## config.mk

```make
export PLATFORM = sky130hd
export DESIGN_NAME = config_stream_tx_flat
export DESIGN_NICKNAME = d
export VERILOG_FILES = /design/src/rtl/config_stream_tx_if.sv /design/src/rtl/config_stream_tx.sv /design/src/flat_wrapper.sv
export SDC_FILE = /design/constraint.sdc
export NUM_CORES = 1
export LEC_CHECK = 0
export CAP_MARGIN = 25
export CORE_UTILIZATION = 30
export CTS_CLUSTER_SIZE = 40
export DETAILED_ROUTE_END_ITERATION = 10
export GPL_TIMING_DRIVEN = 0
export HOLD_SLACK_MARGIN = 0.02
export SYNTH_ARGS = -nofsm -noshare
export SYNTH_HDL_FRONTEND = slang
export SYNTH_SLANG_ARGS = --single-unit
```

## constraint.sdc

```tcl
create_clock -name clk -period 2.4 [get_ports clk]
set_input_delay 0.24 -clock clk [delete_from_list [all_inputs] [get_ports clk]]
set_output_delay 0.24 -clock clk [all_outputs]
set_load 0.05 [all_outputs]
```

## src/rtl/config_stream_tx_if.sv

```systemverilog
// -----------------------------------------------------------------------------
// config_stream_tx_if
// Host-side byte channel into config_stream_tx: one packet is a target ID byte
// followed by payload bytes, with cmd_last marking the final byte.
//   cmd_valid  host -> block  byte valid
//   cmd_ready  block -> host  block accepts the byte this cycle
//   cmd_data   host -> block  packet byte (first = target ID, rest = payload)
//   cmd_last   host -> block  final byte of the packet
// -----------------------------------------------------------------------------
interface config_stream_tx_if;
  logic       cmd_valid;
  logic       cmd_ready;
  logic [7:0] cmd_data;
  logic       cmd_last;

  modport master (output cmd_valid, output cmd_data, output cmd_last, input cmd_ready);
  modport slave  (input cmd_valid, input cmd_data, input cmd_last, output cmd_ready);
endinterface

```

## src/rtl/config_stream_tx.sv

```systemverilog
// -----------------------------------------------------------------------------
// config_stream_tx
// Buffers one host configuration packet completely, then drops `tracing` and
// replays the payload as a gap-free configId/configData burst (one byte per
// cycle) to the configurable blocks of the trace pipeline. Owns the global
// `tracing` enable and restores it once the burst has finished.
//
// Ports:
//   clk, resetn   clock, asynchronous active-low reset
//   cmd           slave side of config_stream_tx_if (valid/ready byte channel)
//   tracing_en    host request for tracing while not configuring
//   err_clear     clears the sticky error flags (a same-cycle set wins)
//   tracing       global tracing enable
//   configId      addressed block ID, IDLE_ID when nothing is addressed
//   configData    configuration byte, 0 whenever configId is IDLE_ID
//   busy          a packet is being loaded, buffered or sent
//   err_overflow  sticky: a packet longer than MAX_PAYLOAD was discarded
//   err_bad_id    sticky: a packet with header IDLE_ID was discarded
//
// All outputs are registered from the *next* state, so each output change is
// visible during the state that causes it.
// -----------------------------------------------------------------------------
module config_stream_tx #(
  parameter int unsigned MAX_PAYLOAD = 64,
  parameter logic [7:0]  IDLE_ID     = 8'hFF
) (
  input  logic               clk,
  input  logic               resetn,
  config_stream_tx_if.slave  cmd,
  input  logic               tracing_en,
  input  logic               err_clear,
  output logic               tracing,
  output logic [7:0]         configId,
  output logic [7:0]         configData,
  output logic               busy,
  output logic               err_overflow,
  output logic               err_bad_id
);

  localparam int CW = $clog2(MAX_PAYLOAD + 1);
  localparam int AW = (MAX_PAYLOAD > 1) ? $clog2(MAX_PAYLOAD) : 1;
  localparam logic [CW-1:0] MAX_CNT = CW'(MAX_PAYLOAD);

  typedef enum logic [2:0] {
    S_HDR,
    S_LOAD,
    S_GUARD,
    S_SEND,
    S_TAIL
  } state_t;

  state_t        state, state_d;
  logic [7:0]    target, target_d;
  logic [CW-1:0] count, count_d;   // payload bytes stored
  logic [CW-1:0] idx, idx_d;       // next buffer index to send
  logic          ovf, ovf_d;       // current packet has overflowed
  logic          cmd_ready_q;
  logic          xfer;
  logic          wr_en;
  logic [AW-1:0] wr_addr, rd_addr;
  logic          set_ovf, set_bad;
  logic [7:0]    id_d, data_d;
  logic          open_d;           // next state accepts host bytes

  logic [7:0]    mem [MAX_PAYLOAD];

  assign cmd.cmd_ready = cmd_ready_q;
  assign xfer          = cmd.cmd_valid && cmd_ready_q;

  // Next-state and next-output logic.
  // NOTE: every signal gets a default before the case so no path leaves it
  // unassigned; otherwise synthesis would infer a latch.
  always_comb begin
    state_d  = state;
    target_d = target;
    count_d  = count;
    idx_d    = idx;
    ovf_d    = ovf;
    wr_en    = 1'b0;
    wr_addr  = count[AW-1:0];
    rd_addr  = idx[AW-1:0];
    set_ovf  = 1'b0;
    set_bad  = 1'b0;
    id_d     = IDLE_ID;
    data_d   = 8'h00;

    unique case (state)
      S_HDR: begin
        // A header carrying cmd_last is an empty packet: dropped silently.
        if (xfer && !cmd.cmd_last) begin
          target_d = cmd.cmd_data;
          count_d  = '0;   // every packet restarts at buffer index 0
          ovf_d    = 1'b0;
          state_d  = S_LOAD;
        end
      end

      S_LOAD: begin
        if (xfer) begin
          if (count == MAX_CNT) begin
            ovf_d = 1'b1;  // buffer full: drop the byte, remember it
          end else begin
            wr_en   = 1'b1;
            count_d = count + 1'b1;
          end
          if (cmd.cmd_last) begin
            if (ovf_d || target == IDLE_ID) begin
              set_ovf = ovf_d;
              set_bad = (target == IDLE_ID);
              state_d = S_HDR;
            end else begin
              state_d = S_GUARD;
            end
          end
        end
      end

      S_GUARD: begin
        rd_addr = '0;
        idx_d   = CW'(1);
        state_d = S_SEND;
      end

      S_SEND: begin
        if (idx == count) begin
          state_d = S_TAIL;
        end else begin
          idx_d = idx + 1'b1;
        end
      end

      S_TAIL: state_d = S_HDR;

      default: state_d = S_HDR;
    endcase

    if (state_d == S_SEND) begin
      id_d   = target;
      data_d = mem[rd_addr];
    end
  end

  assign open_d = (state_d == S_HDR) || (state_d == S_LOAD);

  // NOTE: sequential state uses non-blocking assignments so every register
  // samples the pre-edge value of every other register.
  always_ff @(posedge clk or negedge resetn) begin
    if (!resetn) begin
      state        <= S_HDR;
      target       <= 8'h00;
      count        <= '0;
      idx          <= '0;
      ovf          <= 1'b0;
      cmd_ready_q  <= 1'b0;
      tracing      <= 1'b0;
      configId     <= IDLE_ID;
      configData   <= 8'h00;
      busy         <= 1'b0;
      err_overflow <= 1'b0;
      err_bad_id   <= 1'b0;
    end else begin
      state        <= state_d;
      target       <= target_d;
      count        <= count_d;
      idx          <= idx_d;
      ovf          <= ovf_d;
      cmd_ready_q  <= open_d;
      tracing      <= open_d ? tracing_en : 1'b0;
      configId     <= id_d;
      configData   <= data_d;
      busy         <= (state_d != S_HDR);
      err_overflow <= set_ovf | (err_overflow & ~err_clear);
      err_bad_id   <= set_bad | (err_bad_id & ~err_clear);
    end
  end

  // NOTE: the payload buffer has no reset; a location is only read after the
  // current packet has written it, so clearing it would only cost logic.
  always_ff @(posedge clk) begin
    if (wr_en) mem[wr_addr] <= cmd.cmd_data;
  end

endmodule

```

## src/flat_wrapper.sv

```systemverilog
// flat-port wrapper written by rule: the top's interface ports become plain ports
module config_stream_tx_flat 
#(
  parameter int unsigned MAX_PAYLOAD = 64,
  parameter logic [7:0]  IDLE_ID     = 8'hFF
)
  (clk, resetn, tracing_en, err_clear, tracing, configId, configData, busy, err_overflow, err_bad_id, cmd_cmd_valid, cmd_cmd_data, cmd_cmd_last, cmd_cmd_ready);
  config_stream_tx_if cmd_i ();
  input  logic clk;
  input  logic resetn;
  input  logic tracing_en;
  input  logic err_clear;
  output logic tracing;
  output logic [7:0] configId;
  output logic [7:0] configData;
  output logic busy;
  output logic err_overflow;
  output logic err_bad_id;
  input wire logic [$bits(cmd_i.cmd_valid)-1:0] cmd_cmd_valid;
  input wire logic [$bits(cmd_i.cmd_data)-1:0] cmd_cmd_data;
  input wire logic [$bits(cmd_i.cmd_last)-1:0] cmd_cmd_last;
  output wire logic [$bits(cmd_i.cmd_ready)-1:0] cmd_cmd_ready;
  assign cmd_i.cmd_valid = cmd_cmd_valid;
  assign cmd_i.cmd_data = cmd_cmd_data;
  assign cmd_i.cmd_last = cmd_cmd_last;
  assign cmd_cmd_ready = cmd_i.cmd_ready;
  config_stream_tx #(.MAX_PAYLOAD(MAX_PAYLOAD), .IDLE_ID(IDLE_ID)) u_core (.clk(clk), .resetn(resetn), .cmd(cmd_i), .tracing_en(tracing_en), .err_clear(err_clear), .tracing(tracing), .configId(configId), .configData(configData), .busy(busy), .err_overflow(err_overflow), .err_bad_id(err_bad_id));
endmodule
```

==> summary.md, run 1 <==
| Metric | Value |
|---|---|
| Metal1 wirelength | `28900 µm` |
| Largest family of logic cells by synthesized area | `compound AO/OA/AOI/OAI gates` |
| H-tree levels | `2` |
| Nets | `1708` |
| EDFF count, synth | `around 510` |
| Post-synthesis sequential area ratio | `0.718` |
| Max IR drop VDD | `slightly above 0.7 mV` |
| Top cells by area, synth | `edfxtp_1 67%, dfrtp_1 4.2%, mux2i_1 4.1%` |
| R2R Setup Slk | `-0.23 ns` |
| Crit path time final | `~2.6 ns` |
| CP top delay family | `compound AO/OA/AOI/OAI gates` |
| Crit path required time | `2.92 ns` |
| Synthesized flop and latch total | `roughly 560` |
| Worst path slowest cell | `dfrtp_2` |
| Initial Util | `0.304` |
| Max-cap check violation count | `0` |
| Largest net degree at the start of global routing | `53` |
| Critical Path Max Stage Delay | `between 0.4 and 0.5 ns` |
| DR WL met3 | `approximately 6200 µm` |
| Clock latency on the worst-skew pair | `about 0.6 ns` |
| Layout cells sized above 1 | `0.287` |
| Synth top area share | `0.667` |
| Vias in the first global route | `14900` |
| Max-slew violation count | `0` |
| Synth Flop Type | `edfxtp_1` |
| P&R area growth vs syn | `24.6%` |
| Top Ports | `35` |
| CTS tree | `built` |
| Cell area after synthesis | `roughly 23000 µm²` |
| Async SR Flop Fraction | `0.0841` |
| Antenna violations before repair | `1` |
| CP Depth | `10` |
| Synthesis Warnings | `0` |
| Clock Path Buffers | `3` |
| Worst r2r path cells | `10` |
| Top layer in use | `met4` |
| Leakage | `between 9 and 10 nW` |
| Initial drt markers | `around 1900` |
| Die area | `78000 µm²` |
| Critical path endpoint | `u_core.configData[4]$_DFF_PN0_` |
| Post-DP Area | `24900 µm²` |
| Die height | `279 µm` |
| Drt wl/cell | `roughly 26 µm` |
| GRT overflow | `0` |
| Worst Clk Skew | `approximately 0.025 ns` |
| Fin Hold WS | `around 0.056 ns` |
| Met2 routed WL | `around 34000 µm` |
| Setup ws final | `-0.234 ns` |
| Cell Rows | `slightly above 100` |
| Synth Area in Simple Gates | `0.0767` |
| Placed cell count | `about 2600` |
| Final hold vios | `0` |
| Slew @ Worst Pin | `0.787 ns` |
| Clock Sinks | `around 560` |
| Critical Path Sink Type | `flop` |
| Tcrit/Tclk final | `1.10` |
| Power density over the cells | `around 1100 nW/µm²` |
| Synth Area in XOR/XNOR | `0.00570` |
| HP Class | `in -> reg` |
| Per-instance average area after synthesis | `about 15 µm²` |
| Die X | `~280 µm` |
| Synth unique cells | `70` |
| Endpoints failing setup | `7` |
| Core box area | `75900 µm²` |
| Max frequency | `around 380 MHz` |
| Status | `finished, violations left` |
| CP Launch Type | `flop` |
| Final wirelength | `~73000 µm` |
| Antenna Cells | `0` |
| CP startpoint | `u_core.state[1]$_DFF_PN0_` |
| Fin util | `0.378` |
| Cells after synthesis | `~1500` |
| Adder-cell share of the synthesized area | `0.00163` |
| Power consumption | `around 31 mW` |
| Post-synth top area cell | `edfxtp_1` |
| RSZ-0062 raised after global routing | `yes` |
| First-pass GRT wire length | `around 100000 µm` |
| Mux contribution to synthesized area | `0.0760` |
| Vias per cell | `around 5.4` |
| Via count | `about 15000` |
| Failing checks | `negative setup slack` |
| CTS buffer count | `between 50 and 60` |
| Number of port buffers | `34` |
| Final HPWL DP | `48800 µm` |
| Clk slew on worst S/H paths | `0.06 ns` |
| Fin cells | `between 2000 and 3000` |
| Compound-Gate Fraction of Synth Area | `0.0969` |
| DR DRC count | `0` |
| Gpl congestion | `approximately 0.95` |
| Design area | `roughly 29000 µm²` |
| Reg-to-reg endpoint | `u_core.configData[4]$_DFF_PN0_` |
| Crit path DAT | `approximately 3.2 ns` |
| CTS Root Cell | `clkbuf_16` |
| Critical path class | `reg -> reg` |
| Gr usage total | `0.183` |
| Rel. slew slack | `0.475` |
| Critical-path maximum fanout | `6` |
| Antenna viol nets, final | `0` |
| Detailed Routing Iterations Pass 1 | `5` |
| CP bufs+invs | `4` |
| CP cell instances | `or3b_4, buf_12, buf_8, buf_6, clkbuf_16, a31oi_4, o22ai_2, nand4_1, a41oi_4, o41a_1` |
| Reg-to-Reg Start | `u_core.state[1]$_DFF_PN0_` |
| Mapped Nets | `between 1500 and 2000` |
==> routing by layer <==
| metal | track usage | vias to the layer above |
|---|---|---|
| li1 | - | 6326 |
| met1 | 0.238 | 7630 |
| met2 | 0.298 | 810 |
| met3 | 0.0324 | 213 |
| met4 | 0.0854 | 0 |
| met5 | 0 | - |
==> per-stage QoR <==
| step | setup WS [ns] | TNS (ns) |
|---|---|---|
| CTS | -0.168 | -0.876 |
| floorplan | -0.0362 | -1.03 |
| detailed placement | -1.36 | -406.87 |
| finish | -0.234 | -1.24 |
| global placement | -1.35 | -815.99 |
| global route | -0.232 | -1.21 |
==> synth_stat cells, types with 10 or more instances <==
| cell type | instances |
|---|---|
| nand4_1 | 17 |
| edfxtp_1 | 512 |
| nor3_1 | 19 |
| a211oi_1 | 21 |
| mux2i_1 | 94 |
| a221oi_1 | 10 |
| mux4_2 | 15 |
| nand3_1 | 30 |
| mux2_2 | 42 |
| dfrtp_1 | 39 |
| a21oi_1 | 68 |
| nor2_1 | 146 |
| nand2_1 | 46 |
| o22ai_1 | 29 |
| o221ai_1 | 16 |
| nand2b_1 | 36 |
| or2_2 | 10 |
| buf_1 | 17 |
| xnor2_1 | 11 |
| o211ai_1 | 19 |
| a22oi_1 | 13 |
| o32a_1 | 11 |
| buf_2 | 45 |
| inv_1 | 15 |
| o21ai_0 | 44 |
| nor3b_1 | 11 |
| a31oi_1 | 24 |
| nor2b_1 | 12 |
| a2111oi_0 | 10 |
| clkbuf_1 | 36 |
==> flip-flops by register name (all words and copies together) (netlist names) <==
name and cells:
u_core.target 8, u_core.state 3, u_core.ovf 1, u_core.tracing 1, u_core.configId 8, u_core.cmd.cmd_ready 1, u_core.err_overflow 1, u_core.busy 1
u_core.idx 7, u_core.err_bad_id 1, u_core.mem 512, u_core.configData 8, u_core.count 7
==> logic make-up (layout without fill, tap and decap cells) <==
group,after synthesis,count (layout)
adders and majority gates,3,3
DFF,559,559
AOI/OAI and AO/OA,321,321
and+or+nand+nor,360,360
buffers and inverters,123,324
xor gates and xnor gates,15,15
muxes,151,151
==> placed cells by master (no fill, tap or decap), drive strengths merged, types with 11 or more instances in the layout <==
cell type	Yosys	routed
a211oi	21	21
a21oi	68	68
a221oi	15	15
a22oi	13	13
a31oi	24	24
buf	72	155
clkbuf	36	95
clkdlybuf4s50	0	25
clkinv	0	24
dfrtp	39	39
edfxtp	512	512
inv	15	17
mux2	42	42
mux2i	94	94
mux4	15	15
nand2	47	47
nand2b	36	36
nand3	30	30
nand4	17	17
nor2	146	146
nor2b	12	12
nor3	20	20
nor3b	11	11
o211ai	19	19
o21ai	46	46
o221ai	16	16
o22ai	29	29
o32a	11	11
or2	11	11
xnor2	11	11
==> how the worst min path moves through the flow <==
stage | from | cells after the start | to
final | cmd_cmd_data[5] | 1 | u_core.mem[60][5]$_DFFE_PP_
after global routing | cmd_cmd_data[5] | 1 | u_core.mem[60][5]$_DFFE_PP_
after CTS | cmd_cmd_data[5] | 1 | u_core.mem[60][5]$_DFFE_PP_
after detailed placement | resetn | 1 | u_core.target[6]$_DFFE_PN0P_
after global placement | u_core.target[7]$_DFFE_PN0P_ | 1 | u_core.configId[7]$_DFF_PN1_
after floorplan | resetn | 0 | u_core.busy$_DFF_PN0_
==> timing repair <==
action | in CTS | in global routing
setup buffers | 43 | 26
hold buffers | 2 | 0
cloned | 0 | 2
setup endpoints to repair | 530 | 464
endpoints found under the hold margin | 47 | 0
resized for setup | 321 | 116
pin swaps | 37 | 35
==> layout make-up <==
type / instances / area [µm²]
Fill cell: 7015 / 47200
Timing Repair Buffer: 115 / 1280
Clock buffer: 66 / 1380
Tap cell: 1030 / 1290
Multi-Input combinational cell: 850 / 7000
Clock inverter: 31 / 234
Inverter: 15 / 58.8
Sequential cell: 559 / 16600
Buffer: 97 / 928
==> where the power goes <==
group | switching (mW) | internal, mW | total [mW]
Clock | 3.61 | 4.38 | 8.00
Sequential | 0.244 | 11.0 | 11.3
Combinational | 7.58 | 4.23 | 11.8
Power figures use the tool's default switching activity.
==> inputs of run 2 (changes only) <==
--- a/config.mk
+++ b/config.mk
@@ -5,12 +5,15 @@
 export SDC_FILE = /design/constraint.sdc
 export NUM_CORES = 1
 export LEC_CHECK = 0
+export ABC_CLOCK_PERIOD_IN_PS = 2400
 export CAP_MARGIN = 25
 export CORE_UTILIZATION = 30
 export CTS_CLUSTER_SIZE = 40
 export DETAILED_ROUTE_END_ITERATION = 10
 export GPL_TIMING_DRIVEN = 0
 export HOLD_SLACK_MARGIN = 0.02
+export SKIP_CTS_REPAIR_TIMING = 1
+export SLEW_MARGIN = 0
 export SYNTH_ARGS = -nofsm -noshare
 export SYNTH_HDL_FRONTEND = slang
 export SYNTH_SLANG_ARGS = --single-unit
==> summary.md, run 2 (same netlist as run 1, synthesis figures left out) <==
| Metric | Value |
|---|---|
| Antenna viol nets, final | `0 (unchanged)` |
| Gpl congestion | `0.954 (unchanged)` |
| Status | `finished, violations left` |
| Gr usage total | `0.180 (-0.00334)` |
| Commonest non-fill, non-tap cell in the layout | `edfxtp_1` |
| Met3 usage | `0.0315 (-0.000920)` |
| Worst r2r path cells | `7 (-3)` |
| Antenna violations before repair | `1 (unchanged)` |
| Max-cap check violation count | `0 (unchanged)` |
| CP top delay family | `compound AO/OA/AOI/OAI gates` |
| Critical path class | `reg -> reg` |
| CTS buffer count | `53 (unchanged)` |
| Worst path slowest cell | `a2111oi_1` |
| CP cell instances | `buf_4, mux2_2, a2111oi_1, o22ai_1, nand4_1, a41oi_4, o41a_1` |
| First-pass GRT wire length | `102000 µm (-2.0%)` |
| Vias in the first global route | `14500 (-2.5%)` |
| Reg-to-Reg Start | `u_core.idx[0]$_DFFE_PN0P_` |
| Hold Path Stages | `1 (unchanged)` |
| Max FFs per register | `512 (unchanged)` |
| Leakage | `9.24 nW (-1.9%)` |
| Setup TNS | `-10.64 ns (-9.39 ns)` |
| Most Crowded Layer GR | `met2` |
| Cell Rows | `101 (unchanged)` |
| Tcrit/Tclk final | `1.13 (+0.0319)` |
| Nets | `1693 (-0.88%)` |
| Setup ws final | `-0.311 ns (-0.0765 ns)` |
| Via count | `15000 (-0.087%)` |
| Slew @ Worst Pin | `0.940 ns (+0.153 ns)` |
| Initial drt markers | `2013 (+8.5%)` |
| Power consumption | `30.4 mW (-2.2%)` |
| Vias per cell | `5.45 (+0.46%)` |
| Die area | `78000 µm² (unchanged)` |
| Final HPWL DP | `48800 µm (unchanged)` |
| CP bufs+invs | `1 (-3)` |
| WHS Endpoint | `u_core.mem[60][5]$_DFFE_PP_` |
| Final wirelength | `72500 µm (-0.42%)` |
| GRT overflow | `0 (unchanged)` |
| Design area | `28300 µm² (-1.6%)` |
| Max IR drop VDD | `0.711 mV (+0.40%)` |
| Rel. slew slack | `0.372 (-0.104)` |
| Core box area | `75900 µm² (unchanged)` |
| Drt wl/cell | `26.4 µm (+0.12%)` |
| RSZ-0062 raised after global routing | `yes` |
| Crit path DAT | `3.16 ns (about the same)` |
| Reg-to-reg endpoint | `u_core.configData[1]$_DFF_PN0_` |
| Endpoints failing setup | `191 (+184)` |
| Worst Clk Skew | `0.0231 ns (-0.00145 ns)` |
| Crit path required time | `2.85 ns (-0.07 ns)` |
| Critical Path Sink Type | `flop` |
| GR Util met2 | `0.290 (-0.00829)` |
| Largest Register | `u_core.mem` |
| Detailed Routing Iterations Pass 1 | `8 (+3)` |
| Power density over the cells | `1070 nW/µm² (-0.68%)` |
| Die height | `279 µm (unchanged)` |
| CTS tree | `built` |
| Final hold vios | `0 (unchanged)` |
| Top Ports | `35 (unchanged)` |
| Most frequent cells in the layout | `512 x edfxtp_1, 92 x mux2i_1, 78 x nor2_1, 66 x a21oi_1, 62 x nor2_4` |
| Critical-path maximum fanout | `10 (+4)` |
| Failing checks | `negative setup slack` |
| Antenna Cells | `0 (unchanged)` |
| Critical Path Max Stage Delay | `0.55 ns (+0.13 ns)` |
| HP Class | `in -> reg` |
| CP Launch Type | `flop` |
| Max frequency | `369 MHz (-2.8%)` |
| Clock Path Buffers | `3 (unchanged)` |
| R2R Setup Slk | `-0.31 ns (-0.08 ns)` |
| Initial Util | `0.304 (unchanged)` |
| Number of port buffers | `34 (unchanged)` |
| Layout cells sized above 1 | `0.258 (-0.0283)` |
| P&R area growth vs syn | `22.7%` |
| Max-slew violation count | `0 (unchanged)` |
| Clock latency on the worst-skew pair | `0.61 ns (about the same)` |
| Clock Sinks | `559 (unchanged)` |
| Die X | `279 µm (unchanged)` |
| Largest net degree at the start of global routing | `53 (unchanged)` |
| CTS Root Cell | `clkbuf_16` |
| Crit path time final | `2.71 ns (+0.0765 ns)` |
| Worst Hold Launch | `cmd_cmd_data[5]` |
| Clk slew on worst S/H paths | `0.06 ns (about the same)` |
| GRT met1 Usage | `0.237 (-0.00107)` |
| H-tree levels | `2 (unchanged)` |
| DR DRC count | `0 (unchanged)` |
| Post-DP Area | `24900 µm² (unchanged)` |
run 2: changes by cell type in the layout (fill, tap and decap cells not counted), sizes merged:
cell,previous run,this run
clkdlybuf4s15,1,0
inv,17,16
buf,155,127
clkbuf,95,109
clkinvlp,2,3
run 2: worst max path at each step:
stage | startpoint | end | slack [ns] | cells past startpoint
2_1_floorplan | u_core.count[1]$_DFFE_PN0P_ | u_core.mem[58][0]$_DFFE_PP_ | -0.04 | 8
3_3_place_gp | u_core.idx[2]$_DFFE_PN0P_ | u_core.configData[4]$_DFF_PN0_ | -1.35 | 8
3_5_place_dp | u_core.idx[2]$_DFFE_PN0P_ | u_core.configData[4]$_DFF_PN0_ | -1.36 | 8
4_1_cts | u_core.idx[2]$_DFFE_PN0P_ | u_core.configData[4]$_DFF_PN0_ | -1.38 | 8
5_1_grt | u_core.idx[0]$_DFFE_PN0P_ | u_core.configData[1]$_DFF_PN0_ | -0.30 | 6
6_report | u_core.idx[0]$_DFFE_PN0P_ | u_core.configData[1]$_DFF_PN0_ | -0.31 | 7
run 2: power by group:
part | internal (mW) | total, mW | switching, mW
clock | 4.38 | 7.98 | 3.60
combinational | 3.82 | 11.1 | 7.32
sequential | 11.0 | 11.3 | 0.232
total | 19.2 | 30.4 | 11.2
run 2: cell type report:
class                           count  area (µm²)
Fill cell                        7078       47700
Timing Repair Buffer               96        1160
Clock buffer                       66        1380
Inverter                           15        60.1
Sequential cell                   559       16600
Tap cell                         1030        1290
Buffer                            101         838
Multi-Input combinational cell    850        6760
Clock inverter                     31         234
run 2: through the flow:
| step | setup WS [ns] | instances | utilization | hold slack [ns] |
|---|---|---|---|---|
| after floorplan | -0.0362 | 1532 | - | -0.0556 |
| after global placement | -1.35 | 2596 | 0.326 | 0.472 |
| after detailed placement | -1.36 | 2606 | 0.328 | 0.111 |
| after CTS | -1.38 | 2703 | 0.349 | -0.543 |
| after global routing | -0.302 | 2748 | 0.373 | 0.0344 |
| final | -0.311 | 2748 | 0.373 | 0.0586 |
run 2: per-layer routing:
metal | vias up | share of wire
li1 | 6295 | -
met1 | 7615 | 0.39
met2 | 865 | 0.47
met3 | 191 | 0.093
met4 | 0 | 0.047
met5 | - | 0
==> inputs of run 3 (changes only) <==
--- a/config.mk
+++ b/config.mk
@@ -8,6 +8,7 @@
 export ABC_CLOCK_PERIOD_IN_PS = 2400
 export CAP_MARGIN = 25
 export CORE_UTILIZATION = 30
+export CTS_CLUSTER_DIAMETER = 40
 export CTS_CLUSTER_SIZE = 40
 export DETAILED_ROUTE_END_ITERATION = 10
 export GPL_TIMING_DRIVEN = 0
==> summary.md, run 3 (same netlist as run 1, synthesis figures left out) <==
| Metric | Value |
|---|---|
| CTS tree | `built` |
| Antenna violations before repair | `1 (unchanged)` |
| CTS buffer count | `67 (+26%)` |
| Vias per cell | `5.45 (about the same)` |
| Number of port buffers | `34 (unchanged)` |
| Crit path time final | `2.63 ns (-0.0795 ns)` |
| Max-slew violation count | `0 (unchanged)` |
| Power density over the cells | `1130 nW/µm² (+4.8%)` |
| Critical Path Max Stage Delay | `0.60 ns (+0.05 ns)` |
| Worst path slowest cell | `clkbuf_1` |
| Die X | `279 µm (unchanged)` |
| Tcrit/Tclk final | `1.10 (-0.0331)` |
| Max IR drop VDD | `0.690 mV (-2.8%)` |
| Max FFs per register | `512 (unchanged)` |
| Worst Clk Skew | `0.0223 ns (-0.000745 ns)` |
| Status | `finished, violations left` |
| Design area | `29200 µm² (+3.3%)` |
| P&R area growth vs syn | `26.7%` |
| Final hold vios | `0 (unchanged)` |
| Core box area | `75900 µm² (unchanged)` |
| Largest Register | `u_core.mem` |
| FILL cells | `6981 (-1.4%)` |
| CP cell instances | `buf_12, or2_2, clkbuf_1, nor2_1, o32a_1, a41oi_2, o41a_1` |
| Largest net degree at the start of global routing | `53 (unchanged)` |
| Antenna Cells | `0 (unchanged)` |
| CTS Root Cell | `clkbuf_16` |
| CP top delay family | `compound AO/OA/AOI/OAI gates` |
| Crit path required time | `2.90 ns (+0.05 ns)` |
| Final HPWL DP | `48800 µm (unchanged)` |
| Drt wl/cell | `26.1 µm (-0.93%)` |
| Most frequent cells in the layout | `512 x edfxtp_1, 94 x mux2i_1, 77 x nor2_1, 70 x clkbuf_16, 63 x nor2_4` |
| CP Launch Type | `flop` |
| Pre-CTS WS | `-1.36 ns (unchanged)` |
| Fin Hold WS | `0.0142 ns (-0.0444 ns)` |
| Failing checks | `negative setup slack` |
| Clock Path Buffers | `3 (unchanged)` |
| Power consumption | `32.9 mW (+8.3%)` |
| Setup ws final | `-0.231 ns (+0.0795 ns)` |
| First-pass GRT wire length | `103000 µm (+0.93%)` |
| HP Class | `in -> async` |
| GRT overflow | `0 (unchanged)` |
| Via count | `15200 (+1.4%)` |
| Clock latency on the worst-skew pair | `0.60 ns (about the same)` |
| Die area | `78000 µm² (unchanged)` |
| RSZ-0062 raised after global routing | `yes` |
| Final wirelength | `72800 µm (+0.44%)` |
| Die height | `279 µm (unchanged)` |
| Endpoints failing setup | `178 (-6.8%)` |
| Leakage | `9.70 nW (+5.0%)` |
| Max frequency | `380 MHz (+3.0%)` |
| Gpl congestion | `0.954 (unchanged)` |
| Placed cell count | `2606 (unchanged)` |
| Commonest non-fill, non-tap cell in the layout | `edfxtp_1` |
| Nets | `1721 (+1.7%)` |
| Clock Sinks | `559 (unchanged)` |
| Crit path DAT | `3.13 ns (-0.03 ns)` |
| Slew @ Worst Pin | `0.795 ns (-0.145 ns)` |
| Top Ports | `35 (unchanged)` |
| Critical Path Sink Type | `flop` |
| Critical-path maximum fanout | `10 (unchanged)` |
| Clk slew on worst S/H paths | `0.06 ns (about the same)` |
| Initial Util | `0.304 (unchanged)` |
| Antenna viol nets, final | `0 (unchanged)` |
| Cell Rows | `101 (unchanged)` |
| Fin cells | `2786 (+1.4%)` |
| Post-DP Area | `24900 µm² (unchanged)` |
| Detailed Routing Iterations Pass 1 | `5 (-3)` |
| Critical path class | `reg -> reg` |
| Rel. slew slack | `0.470 (+0.0986)` |
| Initial drt markers | `1910 (-5.1%)` |
| Max-cap check violation count | `0 (unchanged)` |
| DR DRC count | `0 (unchanged)` |
| CP bufs+invs | `2 (+1)` |
| H-tree levels | `3 (+1)` |
| Vias in the first global route | `14900 (+2.3%)` |
| Gr usage total | `0.182 (+0.00169)` |
| Layout cells sized above 1 | `0.290 (+0.0320)` |
-- run 3: cell types whose count changed in the layout (fill, tap and decap cells not counted), sizes merged --
cell         delta
clkinv          -6
buf            +24
bufinv          +2
clkinvlp        +1
dlygate4sd3     -1
clkbuf          +3
inv            +15
-- run 3: layer usage --
layer	up-vias	wire length (µm)	GRT usage
li1	6363	-	-
met1	7665	27900	0.234
met2	946	34200	0.289
met3	197	7430	0.0370
met4	0	3300	0.0944
met5	-	0	0.00500
-- run 3: final timing paths --
path,startpoint,to,cells past startpoint,slack [ns]
worst min-delay path,resetn,u_core.configData[0]$_DFF_PN0_,2,0.01
worst max register to register,u_core.idx[0]$_DFFE_PN0P_,u_core.configData[3]$_DFF_PN0_,7,-0.23
worst min register to register,u_core.target[4]$_DFFE_PN0P_,u_core.configId[4]$_DFF_PN1_,1,0.49
worst max-delay path,u_core.idx[0]$_DFFE_PN0P_,u_core.configData[3]$_DFF_PN0_,7,-0.23
min in group clk,cmd_cmd_data[5],u_core.mem[22][5]$_DFFE_PP_,1,0.06
max in group asynchronous,resetn,u_core.configId[0]$_DFF_PN1_,3,1.84
-- run 3: layout make-up --
| cell class | instances | area (µm²) | area share |
|---|---|---|---|
| Sequential cell | 559 | 16600 | 0.567 |
| Inverter | 15 | 60.1 | 0.00205 |
| Tap cell | 1030 | 1290 | 0.0441 |
| Multi-Input combinational cell | 850 | 6790 | 0.232 |
| Timing Repair Buffer | 110 | 1300 | 0.0446 |
| Buffer | 101 | 928 | 0.0318 |
| Clock buffer | 78 | 1810 | 0.0620 |
| Clock inverter | 43 | 477 | 0.0163 |
-- run 3: report_power, final --
group          internal, mW  switching [mW]  total (mW)
Combinational          3.92            7.37        11.3
Sequential             11.0           0.244        11.3
Clock                  6.10            4.23        10.3
Total                  21.0            11.8        32.9
-- run 3: stage by stage --
step                 util  TNS, ns
global placement    0.326  -815.99
floorplan               -    -1.03
finish              0.385    -4.80
global route        0.385   -18.82
detailed placement  0.328  -406.87
CTS                 0.358  -406.46
-- run 3: worst reg2reg max path: cells and delay by family (launching register included) --
family          cells  cell delay (ns)
buf+inv             2             0.78
flops               1             0.46
simple gates        2             0.26
compound gates      3             1.04
